===== src/rtl/transpose_sequencer_if.sv =====
// Signal bundle between the transpose job sequencer, its command/word source and data_transposer.
// The slave modport is the sequencer's view. The master modport is the environment's view.
interface transpose_sequencer_if #(
  parameter int XLEN  = 32,
  parameter int CNT_W = 16
);
  logic             cmd_valid;
  logic             cmd_ready;
  logic [31:0]      cmd_prec;
  logic [31:0]      cmd_baddr;
  logic [CNT_W-1:0] cmd_len;
  logic             abort;
  logic             in_valid;
  logic             in_ready;
  logic [XLEN-1:0]  in_data;
  logic [31:0]      tp_prec;
  logic [31:0]      tp_baddr;
  logic             tp_start;
  logic [XLEN-1:0]  tp_iword;
  logic             tp_iword_vld;
  logic             tp_busy;
  logic             tp_wr_en;
  logic             active;
  logic [CNT_W-1:0] words_left;
  logic             done;
  logic             aborted;
  logic             cmd_err;

  modport slave (
    input  cmd_valid, cmd_prec, cmd_baddr, cmd_len, abort,
           in_valid, in_data, tp_busy, tp_wr_en,
    output cmd_ready, in_ready, tp_prec, tp_baddr, tp_start, tp_iword,
           tp_iword_vld, active, words_left, done, aborted, cmd_err
  );

  modport master (
    output cmd_valid, cmd_prec, cmd_baddr, cmd_len, abort,
           in_valid, in_data, tp_busy, tp_wr_en,
    input  cmd_ready, in_ready, tp_prec, tp_baddr, tp_start, tp_iword,
           tp_iword_vld, active, words_left, done, aborted, cmd_err
  );
endinterface


===== src/rtl/transpose_sequencer.sv =====
// Job-level controller for data_transposer: accepts one job, feeds its words whenever the
// transposer is idle, waits for the MVU writes to drain, then reports done.
module transpose_sequencer #(
  parameter int XLEN          = 32,
  parameter int MAX_DATA_PREC = 16,
  parameter int CNT_W         = 16,
  parameter int DRAIN_IDLE    = 2
) (
  input  logic                  clk,
  input  logic                  rst,
  transpose_sequencer_if.slave  bus
);

  localparam int IDLE_W = $clog2(DRAIN_IDLE + 1);
  localparam logic [IDLE_W-1:0] IDLE_LAST = IDLE_W'(DRAIN_IDLE - 1);

  typedef enum logic [1:0] {
    ST_IDLE,
    ST_FEED,
    ST_DRAIN
  } state_t;

  state_t            r_state;
  state_t            w_next_state;
  logic [31:0]       r_prec;
  logic [31:0]       r_baddr;
  logic [CNT_W-1:0]  r_words_left;
  logic [CNT_W-1:0]  w_words_left_nxt;
  logic [IDLE_W-1:0] r_idle_cnt;
  logic [IDLE_W-1:0] w_idle_cnt_nxt;
  logic              r_tp_start;
  logic              r_done;
  logic              r_aborted;
  logic              r_cmd_err;
  logic              w_done_nxt;
  logic              w_aborted_nxt;
  logic              w_cmd_err_nxt;
  logic              w_latch;
  logic              w_in_ready;
  logic              w_hs;
  logic              w_tp_idle;
  logic              w_cmd_legal;
  logic [XLEN-1:0]   w_iword;

  assign w_tp_idle   = !bus.tp_busy && !bus.tp_wr_en;
  assign w_cmd_legal = (bus.cmd_prec != 32'd0) &&
                       (bus.cmd_prec <= 32'(MAX_DATA_PREC)) &&
                       (bus.cmd_len != '0);

  // NOTE: every signal written here gets a default first, so no path can infer a latch.
  always_comb begin
    w_next_state     = r_state;
    w_words_left_nxt = r_words_left;
    w_idle_cnt_nxt   = r_idle_cnt;
    w_done_nxt       = 1'b0;
    w_aborted_nxt    = 1'b0;
    w_cmd_err_nxt    = 1'b0;
    w_latch          = 1'b0;
    w_in_ready       = 1'b0;
    w_hs             = 1'b0;

    case (r_state)
      ST_IDLE: begin
        w_idle_cnt_nxt = '0;
        if (bus.cmd_valid) begin
          if (w_cmd_legal) begin
            w_latch          = 1'b1;
            w_words_left_nxt = bus.cmd_len;
            w_next_state     = ST_FEED;
          end else begin
            w_cmd_err_nxt = 1'b1;
          end
        end
      end

      ST_FEED: begin
        // Abort suppresses the handshake, so a word is never half-delivered.
        w_in_ready = w_tp_idle && !bus.abort && (r_words_left != '0);
        w_hs       = bus.in_valid && w_in_ready;
        if (bus.abort) begin
          w_next_state     = ST_IDLE;
          w_aborted_nxt    = 1'b1;
          w_words_left_nxt = '0;
        end else if (w_hs) begin
          w_words_left_nxt = r_words_left - CNT_W'(1);
          if (r_words_left == CNT_W'(1)) begin
            w_next_state   = ST_DRAIN;
            w_idle_cnt_nxt = '0;
          end
        end
      end

      ST_DRAIN: begin
        if (bus.abort) begin
          w_next_state     = ST_IDLE;
          w_aborted_nxt    = 1'b1;
          w_words_left_nxt = '0;
          w_idle_cnt_nxt   = '0;
        end else if (!w_tp_idle) begin
          w_idle_cnt_nxt = '0;
        end else if (r_idle_cnt == IDLE_LAST) begin
          w_next_state   = ST_IDLE;
          w_done_nxt     = 1'b1;
          w_idle_cnt_nxt = '0;
        end else begin
          w_idle_cnt_nxt = r_idle_cnt + IDLE_W'(1);
        end
      end

      default: begin
        w_next_state = ST_IDLE;
      end
    endcase
  end

  // NOTE: state is written with non-blocking assignments so every register samples pre-edge values.
  always_ff @(posedge clk) begin
    if (rst) begin
      r_state      <= ST_IDLE;
      r_prec       <= '0;
      r_baddr      <= '0;
      r_words_left <= '0;
      r_idle_cnt   <= '0;
      r_tp_start   <= 1'b0;
      r_done       <= 1'b0;
      r_aborted    <= 1'b0;
      r_cmd_err    <= 1'b0;
    end else begin
      r_state      <= w_next_state;
      r_words_left <= w_words_left_nxt;
      r_idle_cnt   <= w_idle_cnt_nxt;
      r_tp_start   <= (w_next_state != ST_IDLE);
      r_done       <= w_done_nxt;
      r_aborted    <= w_aborted_nxt;
      r_cmd_err    <= w_cmd_err_nxt;
      if (w_latch) begin
        r_prec  <= bus.cmd_prec;
        r_baddr <= bus.cmd_baddr;
      end
    end
  end

  assign w_iword = w_hs ? bus.in_data : '0;

  assign bus.cmd_ready    = (r_state == ST_IDLE);
  assign bus.in_ready     = w_in_ready;
  assign bus.tp_prec      = r_prec;
  assign bus.tp_baddr     = r_baddr;
  assign bus.tp_start     = r_tp_start;
  assign bus.tp_iword     = w_iword;
  assign bus.tp_iword_vld = w_hs;
  assign bus.active       = (r_state != ST_IDLE);
  assign bus.words_left   = r_words_left;
  assign bus.done         = r_done;
  assign bus.aborted      = r_aborted;
  assign bus.cmd_err      = r_cmd_err;

endmodule


===== src/flat_wrapper.sv =====
// flat-port wrapper written by rule: the top's interface ports become plain ports
module transpose_sequencer_flat 
#(
  parameter int XLEN          = 32,
  parameter int MAX_DATA_PREC = 16,
  parameter int CNT_W         = 16,
  parameter int DRAIN_IDLE    = 2
)
  (clk, rst, bus_cmd_valid, bus_cmd_prec, bus_cmd_baddr, bus_cmd_len, bus_abort, bus_in_valid, bus_in_data, bus_tp_busy, bus_tp_wr_en, bus_cmd_ready, bus_in_ready, bus_tp_prec, bus_tp_baddr, bus_tp_start, bus_tp_iword, bus_tp_iword_vld, bus_active, bus_words_left, bus_done, bus_aborted, bus_cmd_err);
  transpose_sequencer_if #(.XLEN(XLEN), .CNT_W(CNT_W)) bus_i ();
  input  logic clk;
  input  logic rst;
  input wire logic [$bits(bus_i.cmd_valid)-1:0] bus_cmd_valid;
  input wire logic [$bits(bus_i.cmd_prec)-1:0] bus_cmd_prec;
  input wire logic [$bits(bus_i.cmd_baddr)-1:0] bus_cmd_baddr;
  input wire logic [$bits(bus_i.cmd_len)-1:0] bus_cmd_len;
  input wire logic [$bits(bus_i.abort)-1:0] bus_abort;
  input wire logic [$bits(bus_i.in_valid)-1:0] bus_in_valid;
  input wire logic [$bits(bus_i.in_data)-1:0] bus_in_data;
  input wire logic [$bits(bus_i.tp_busy)-1:0] bus_tp_busy;
  input wire logic [$bits(bus_i.tp_wr_en)-1:0] bus_tp_wr_en;
  output wire logic [$bits(bus_i.cmd_ready)-1:0] bus_cmd_ready;
  output wire logic [$bits(bus_i.in_ready)-1:0] bus_in_ready;
  output wire logic [$bits(bus_i.tp_prec)-1:0] bus_tp_prec;
  output wire logic [$bits(bus_i.tp_baddr)-1:0] bus_tp_baddr;
  output wire logic [$bits(bus_i.tp_start)-1:0] bus_tp_start;
  output wire logic [$bits(bus_i.tp_iword)-1:0] bus_tp_iword;
  output wire logic [$bits(bus_i.tp_iword_vld)-1:0] bus_tp_iword_vld;
  output wire logic [$bits(bus_i.active)-1:0] bus_active;
  output wire logic [$bits(bus_i.words_left)-1:0] bus_words_left;
  output wire logic [$bits(bus_i.done)-1:0] bus_done;
  output wire logic [$bits(bus_i.aborted)-1:0] bus_aborted;
  output wire logic [$bits(bus_i.cmd_err)-1:0] bus_cmd_err;
  assign bus_i.cmd_valid = bus_cmd_valid;
  assign bus_i.cmd_prec = bus_cmd_prec;
  assign bus_i.cmd_baddr = bus_cmd_baddr;
  assign bus_i.cmd_len = bus_cmd_len;
  assign bus_i.abort = bus_abort;
  assign bus_i.in_valid = bus_in_valid;
  assign bus_i.in_data = bus_in_data;
  assign bus_i.tp_busy = bus_tp_busy;
  assign bus_i.tp_wr_en = bus_tp_wr_en;
  assign bus_cmd_ready = bus_i.cmd_ready;
  assign bus_in_ready = bus_i.in_ready;
  assign bus_tp_prec = bus_i.tp_prec;
  assign bus_tp_baddr = bus_i.tp_baddr;
  assign bus_tp_start = bus_i.tp_start;
  assign bus_tp_iword = bus_i.tp_iword;
  assign bus_tp_iword_vld = bus_i.tp_iword_vld;
  assign bus_active = bus_i.active;
  assign bus_words_left = bus_i.words_left;
  assign bus_done = bus_i.done;
  assign bus_aborted = bus_i.aborted;
  assign bus_cmd_err = bus_i.cmd_err;
  transpose_sequencer #(.XLEN(XLEN), .MAX_DATA_PREC(MAX_DATA_PREC), .CNT_W(CNT_W), .DRAIN_IDLE(DRAIN_IDLE)) u_core (.clk(clk), .rst(rst), .bus(bus_i));
endmodule

===== config.mk =====
export PLATFORM = sky130hd
export DESIGN_NAME = transpose_sequencer_flat
export DESIGN_NICKNAME = d
export VERILOG_FILES = /design/src/rtl/transpose_sequencer_if.sv /design/src/rtl/transpose_sequencer.sv /design/src/flat_wrapper.sv
export SDC_FILE = /design/constraint.sdc
export NUM_CORES = 1
export LEC_CHECK = 0
export CAP_MARGIN = 15
export CORE_UTILIZATION = 30
export CTS_CLUSTER_SIZE = 28
export DETAILED_ROUTE_END_ITERATION = 10
export PLACE_DENSITY = 0.67
export SKIP_CTS_REPAIR_TIMING = 1
export SYNTH_ARGS = -nofsm -noshare
export SYNTH_HDL_FRONTEND = slang
export SYNTH_SLANG_ARGS = --single-unit
export TNS_END_PERCENT = 50

===== constraint.sdc =====
create_clock -name clk -period 3 [get_ports clk]
set_input_delay 0.6 -clock clk [delete_from_list [all_inputs] [get_ports clk]]
set_output_delay 0.6 -clock clk [all_outputs]
set_load 0.005 [all_outputs]

Yosys cells after proc, flatten, opt, wreduce, memory -nomap -nowiden
Cells that the tools add are included.
- memories: 0
- bits in read-only memories: 0
- bits in latches: 0
- output and inout bits: 120
- word-level logic and storage cells: 81
- input bits: 119
- register bits after elaboration: 88
- RAM bits: 0
- div/mod/pow operators: 0
- reductions and logical operators: 22
- equality and inequality tests: 11
- multiply operators: 0
- mux-type cells: 31
- shift-type cells: 0
- bitwise operators: 5
- $lt $le $gt $ge: 1
- $add $sub $neg: 2
- operators with widths (cell ; number):
    $mux 16 ; 5
    $pmux 16 s3 ; 1
    $le 32x5->1 const B ; 1
    $mux 32 ; 1
    $reduce_bool 16->1 ; 2
    $reduce_bool 32->1 ; 1
    $mux 2 ; 14
    $eq 16x1->1 const B ; 1
    $sub 16x1->16 const B ; 1
    $pmux 2 s3 ; 2
    $mux 1 ; 8
    $logic_and 1x1->1 ; 6
    $ne 2x1->1 const B ; 3
    $ne 2x2->1 const B ; 3
    $not 1->1 ; 5
    $reduce_and 5->1 ; 1
    $eq 2x1->1 const B ; 2
    $reduce_and 4->1 ; 1
    $reduce_bool 2->1 ; 2
    $reduce_or 2->1 ; 2
    $reduce_or 4->1 ; 1
    $logic_not 1->1 ; 3
    $ne 3x2->1 const B ; 1
    $reduce_bool 3->1 ; 1
    other kinds (4) ; 4

Logic depth before layout (Yosys ltp)
Gate-level depths: netlist of run 1.
- word-level depth: 9
- gate-level depth with buffers: 10
- depth with buffers taken out: 8

Worst setup path before layout of run 1
No wires, ideal clock.
- path type: input -> output
- from: input bus_abort
- to: output bus_tp_iword[22]
- buffers on the path: 1
- data arrival time: 1759 ps
- required time: 2400 ps
- cell stages on the path: 4
- path slack: 641 ps
- path through: or4b_4 > nor2_1 > clkbuf_1 > and2_1
- word-level cells in the longest chain between the ends: 6
- ends and longest elaborated chain (what ; RTL line ; source):
    start: declaration ; flat_wrapper.sv:17 ; input wire logic [$bits(bus_i.abort)-1:0] bus_abort;
    $logic_not 1->1 ; transpose_sequencer.sv:78 ; w_in_ready = w_tp_idle && !bus.abort && (r_words_left != '0);
    $logic_and 1x1->1 (2 in series) ; transpose_sequencer.sv:78 ;
    $logic_and 1x1->1 ; transpose_sequencer.sv:79 ; w_hs = bus.in_valid && w_in_ready;
    $mux 1 ; transpose_sequencer.sv:62 ; case (r_state)
    named net bus_tp_iword_vld ; flat_wrapper.sv:28 ; output wire logic [$bits(bus_i.tp_iword_vld)-1:0] bus_tp_iword_vld;
    $mux 32 ; transpose_sequencer.sv:143 ; assign w_iword = w_hs ? bus.in_data : '0;
    end: declaration ; flat_wrapper.sv:27 ; output wire logic [$bits(bus_i.tp_iword)-1:0] bus_tp_iword;
The timed path passes the listed nets, and every way through them passes these cells.

Worst setup path after layout of run 1
- from: input bus_tp_wr_en
- to: output bus_tp_iword[24]
- word-level cells in the longest chain between the ends: 7
- ends and longest elaborated chain (what ; RTL line ; source):
    start: declaration ; flat_wrapper.sv:21 ; input wire logic [$bits(bus_i.tp_wr_en)-1:0] bus_tp_wr_en;
    $logic_not 1->1 ; transpose_sequencer.sv:45 ; assign w_tp_idle = !bus.tp_busy && !bus.tp_wr_en;
    $logic_and 1x1->1 ; transpose_sequencer.sv:45 ;
    $logic_and 1x1->1 (2 in series) ; transpose_sequencer.sv:78 ;
    $logic_and 1x1->1 ; transpose_sequencer.sv:79 ;
    $mux 1 ; transpose_sequencer.sv:62 ;
    $mux 32 ; transpose_sequencer.sv:143 ;
Every way passes these cells.

==> flow_results.xml, run 1 <==
<?xml version="1.0" encoding="UTF-8"?>
<metrics>
  <group name="clock_network">
    <metric name="h_tree_level_count" unit="">3</metric>
    <metric name="ctsLongestPathBuffers" unit="">2</metric>
    <metric name="tritoncts.num_buffers" unit="">9</metric>
    <metric name="cts_sinks" unit="">88</metric>
    <metric name="tritoncts" unit="">done</metric>
    <metric name="clkLatencyLatePin" unit="ns">0.34</metric>
    <metric name="clk_pin_slew" unit="ns">0.06</metric>
    <metric name="clock_tree.root_cell" unit="">sky130_fd_sc_hd__clkbuf_16</metric>
  </group>
  <group name="worst_hold_path">
    <metric name="hold_class" unit="">reg -&gt; reg</metric>
    <metric name="holdPathStages" unit="">2</metric>
  </group>
  <group name="floorplanning">
    <metric name="core_region_area" unit="um^2">12600</metric>
    <metric name="dieWidth" unit="um">116</metric>
    <metric name="ioPinCount" unit="">239</metric>
    <metric name="die_area" unit="um^2">13400</metric>
    <metric name="die_height" unit="um">116</metric>
    <metric name="initial_utilization" unit="%">30.7</metric>
    <metric name="row_count" unit="">41</metric>
  </group>
  <group name="synthesis">
    <metric name="synth_nets" unit="">587</metric>
    <metric name="synth-edff-count" unit="">0</metric>
    <metric name="count_of_mapped_cells_out_of_synthesis" unit="">461</metric>
    <metric name="synth-seq-area-share" unit="%">45.5</metric>
    <metric name="async_reset_ff_share" unit="%">0</metric>
    <metric name="synth.ff_latch_count" unit="">88</metric>
    <metric name="synthesis.area_per_instance" unit="um^2">8.40</metric>
    <metric name="syn_area" unit="um^2">3870</metric>
    <metric name="synth.distinct_cells" unit="">56</metric>
    <metric name="synth_flop_cell" unit="">sky130_fd_sc_hd__dfxtp_1</metric>
    <metric name="synth.yosys.warnings" unit="">0</metric>
  </group>
  <group name="final_layout">
    <metric name="synthToLayoutAreaGrowth" unit="%">80.1</metric>
    <metric name="finalNetCount" unit="">827</metric>
    <metric name="sequential_cell_area" unit="um^2">1760</metric>
    <metric name="final_core_util" unit="%">55.3</metric>
    <metric name="fillerInstances" unit="">1161</metric>
    <metric name="area_taken_by_multi_input_logic_gates" unit="um^2">1960</metric>
    <metric name="drive_gt1_share" unit="%">7.22</metric>
    <metric name="antenna_cells_inserted" unit="">0</metric>
  </group>
  <group name="pwr">
    <metric name="power.share.combinational" unit="%">8.0</metric>
    <metric name="total_switching_power" unit="mW">0.552</metric>
    <metric name="total_power" unit="mW">2.61</metric>
    <metric name="vdd_drop_max" unit="uV">290</metric>
    <metric name="power.share.sequential" unit="%">44.8</metric>
    <metric name="power.density_cell_area" unit="nW/um^2">374</metric>
    <metric name="power.share.switching" unit="%">21.2</metric>
    <metric name="static-leakage-power" unit="nW">3.30</metric>
    <metric name="clock_power_share" unit="%">47.2</metric>
    <metric name="power.internal" unit="mW">2.06</metric>
  </group>
  <group name="worst_setup_path">
    <metric name="critPathMaxFanout" unit="">6</metric>
    <metric name="r2r_end" unit="">u_core.bus.words_left[14]$_SDFFE_PP0P_</metric>
    <metric name="worst_setup_path_start_kind" unit="">primary input</metric>
    <metric name="setup.reg_to_reg.worst_slack" unit="ns">0.69</metric>
    <metric name="timing.setup.critical_path_class" unit="">in -&gt; out</metric>
    <metric name="reg2reg_depth" unit="">8</metric>
    <metric name="worst_ep_arrival_time" unit="ns">2.29</metric>
    <metric name="reg2reg_from" unit="">u_core.bus.words_left[1]$_SDFFE_PP0P_</metric>
    <metric name="setup.worst_path.end_class" unit="">output port</metric>
    <metric name="critical_path.startpoint" unit="">bus_tp_wr_en</metric>
    <metric name="timing.critical_path.required" unit="ns">2.40</metric>
    <metric name="critPathCapture" unit="">bus_tp_iword[24]</metric>
  </group>
  <group name="timing">
    <metric name="holdWs" unit="ns">0.448</metric>
    <metric name="timing_max_transition_violations_final" unit="">0</metric>
    <metric name="final_hold_vio_count" unit="">0</metric>
    <metric name="transition_time_at_the_pin_with_the_least_slew_margin" unit="ns">0.757</metric>
    <metric name="final_period_minus_worst_setup_slack" unit="ns">2.89</metric>
    <metric name="worst_slew_margin_rel" unit="%">49.5</metric>
    <metric name="number_of_setup_violations_in_the_final_report" unit="">0</metric>
    <metric name="timing.final.crit_share" unit="%">96.3</metric>
    <metric name="final.setup_skew" unit="ns">0.00596</metric>
    <metric name="fmaxAchievable" unit="MHz">346</metric>
    <metric name="setup_repair_after_global_routing_missed_its_margin" unit="">no</metric>
    <metric name="totalNegativeSetupSlack" unit="ns">0</metric>
    <metric name="fin_ws" unit="ns">0.110</metric>
  </group>
  <group name="global_routing">
    <metric name="global_route.usage.total" unit="%">18.7</metric>
    <metric name="vias_in_the_first_global_route" unit="">3955</metric>
    <metric name="grt_start_max_net_pins" unit="">65</metric>
    <metric name="grt_antenna_before_repair" unit="">0</metric>
    <metric name="global_route_wire_length_before_repair" unit="mm">19.6</metric>
    <metric name="global_route.overflow_total" unit="">0</metric>
  </group>
  <group name="detailed_routing">
    <metric name="drt-total-wl" unit="mm">13.5</metric>
    <metric name="detail_route.vias_per_cell" unit="">4.80</metric>
    <metric name="detailroute.via_count" unit="">4215</metric>
    <metric name="drt_pass1_iterations" unit="">4</metric>
    <metric name="detailed_route_drc_error_count" unit="">0</metric>
    <metric name="ant_nets" unit="">0</metric>
    <metric name="initialDrtViolationCount" unit="">195</metric>
    <metric name="wl_per_cell" unit="um">15.4</metric>
  </group>
  <group name="placement">
    <metric name="dp_hpwl" unit="mm">9.94</metric>
    <metric name="globalplace.congestion" unit="">0.858</metric>
    <metric name="dp_worst_setup_slack" unit="ns">-0.253</metric>
    <metric name="port_buffers" unit="">238</metric>
  </group>
  <group name="run">
    <metric name="drv_cap" unit="">0</metric>
  </group>
  <group name="outcome">
    <metric name="outcome" unit="">finished clean</metric>
  </group>
</metrics>
-- cell usage in the layout (no fill, tap or decap), types with 3 or more instances in the layout --
master                            Yosys  final
sky130_fd_sc_hd__clkdlybuf4s50_1      0    203
sky130_fd_sc_hd__dfxtp_1             88     87
sky130_fd_sc_hd__nand2_1             84     83
sky130_fd_sc_hd__a21oi_1             52     52
sky130_fd_sc_hd__dlymetal6s2s_1       0     34
sky130_fd_sc_hd__and2_1              33     33
sky130_fd_sc_hd__and3_1              30     30
sky130_fd_sc_hd__nor2_1              24     23
sky130_fd_sc_hd__buf_4                0     16
sky130_fd_sc_hd__nor4_1              15     15
sky130_fd_sc_hd__inv_1               10     10
sky130_fd_sc_hd__a211oi_1            10     10
sky130_fd_sc_hd__clkbuf_16            0     10
sky130_fd_sc_hd__o21ai_0              9      9
sky130_fd_sc_hd__nor3_1               8      8
sky130_fd_sc_hd__ha_1                 7      7
sky130_fd_sc_hd__nand4_1              6      6
sky130_fd_sc_hd__xor2_1               5      5
sky130_fd_sc_hd__nor2b_1              4      4
sky130_fd_sc_hd__a2bb2oi_1            3      3
-- cell usage after synthesis (all sizes together), types with 2 or more instances --
cell type	instances	area (um^2)
a211o	2	17.5
a211oi	10	75.1
a21oi	52	260
a22o	2	17.5
a2bb2oi	3	26.3
a311oi	2	23.8
a31oi	2	12.5
a32o	2	20.0
and2	33	206
and3	30	188
buf	4	23.8
clkbuf	26	119
dfxtp	88	1760
ha	7	87.6
inv	10	37.5
nand2	84	315
nand2b	2	12.5
nand3	3	20.0
nand4	6	37.5
nor2	24	90.1
nor2b	4	25.0
nor3	8	40.0
nor3b	2	20.0
nor4	16	115
o211a	2	20.0
o21ai	10	53.8
o31ai	2	15.0
or4b	4	47.6
xor2	5	43.8
-- critical path: stages --
cell                              delay (ns)
sky130_fd_sc_hd__clkdlybuf4s50_1        0.43
sky130_fd_sc_hd__or4b_4                 0.55
sky130_fd_sc_hd__nor2_4                 0.18
sky130_fd_sc_hd__clkbuf_16              0.17
sky130_fd_sc_hd__buf_4                  0.11
sky130_fd_sc_hd__and2_1                 0.12
sky130_fd_sc_hd__dlymetal6s2s_1         0.13
-- cell families after synthesis --
family,Yosys count,share of synthesized area (%)
XOR/XNOR,6,1.36
adder cells (fa/ha/maj),7,2.26
multiplexers,1,0.258
AND/OR/NAND/NOR,223,30.5
AO/OA/AOI/OAI,96,15.5
buffers and inverters,40,4.65
flip-flops,88,45.5
-- cell type report --
type	count	share of cell area [%]
clock buffer	9	3.23
timing repair buffer	259	38.3
inverter	10	0.538
tap	172	3.09
multi-input combinational	333	28.0
clock inverter	7	1.47
sequential	88	25.3
-- stage by stage --
stage | area, um^2 | instances
4_1_cts | 6800 | 874
5_1_grt | 6970 | 878
6_report | 6970 | 878
3_3_place_gp | 6470 | 858
2_1_floorplan | 3870 | 461
3_5_place_dp | 6470 | 858
-- worst min-delay path by stage --
stage / start / to
after floorplan: u_core.bus.tp_baddr[0]$_SDFFE_PP0P_ / u_core.bus.tp_baddr[0]$_SDFFE_PP0P_
after global placement: u_core.bus.tp_baddr[6]$_SDFFE_PP0P_ / u_core.bus.tp_baddr[6]$_SDFFE_PP0P_
after detailed placement: u_core.bus.tp_baddr[27]$_SDFFE_PP0P_ / u_core.bus.tp_baddr[27]$_SDFFE_PP0P_
after CTS: u_core.bus.tp_baddr[27]$_SDFFE_PP0P_ / u_core.bus.tp_baddr[27]$_SDFFE_PP0P_
after global routing: u_core.bus.tp_baddr[22]$_SDFFE_PP0P_ / u_core.bus.tp_baddr[22]$_SDFFE_PP0P_
final: u_core.bus.tp_baddr[6]$_SDFFE_PP0P_ / u_core.bus.tp_baddr[6]$_SDFFE_PP0P_
-- power groups by stage --
stage | sequential (mW) | combinational (mW) | clock [mW]
after floorplan | 1.20 | 0.0316 | 0
after global placement | 1.20 | 0.210 | 0
after detailed placement | 1.20 | 0.209 | 0
after CTS | 1.17 | 0.210 | 1.26
after global routing | 1.17 | 0.223 | 1.30
final | 1.17 | 0.210 | 1.23
-- flip-flops by register name (all words and copies together), names as in the netlist --
| signal | count |
|---|---|
| u_core.r_state | 2 |
| u_core.bus.tp_start | 1 |
| u_core.bus.aborted | 1 |
| u_core.bus.tp_prec | 32 |
| u_core.bus.cmd_err | 1 |
| u_core.bus.tp_baddr | 32 |
| u_core.r_idle_cnt | 2 |
| u_core.bus.done | 1 |
| u_core.bus.words_left | 16 |
-- routing by layer --
metal	vias up	track usage, %	part of all wire [%]
met4	0	5.56	1.1
met5	-	0	0
met3	14	4.92	8.0
met1	1955	23.9	43
li1	2088	-	-
met2	158	31.0	47
(Power assumes the default switching activity.)
==> run 2, diff against run 1 <==
Settings changed: SLEW_MARGIN set to 20.
==> results of run 2 <==
The final DEF is identical to that of run 1; final timing and power are the same.
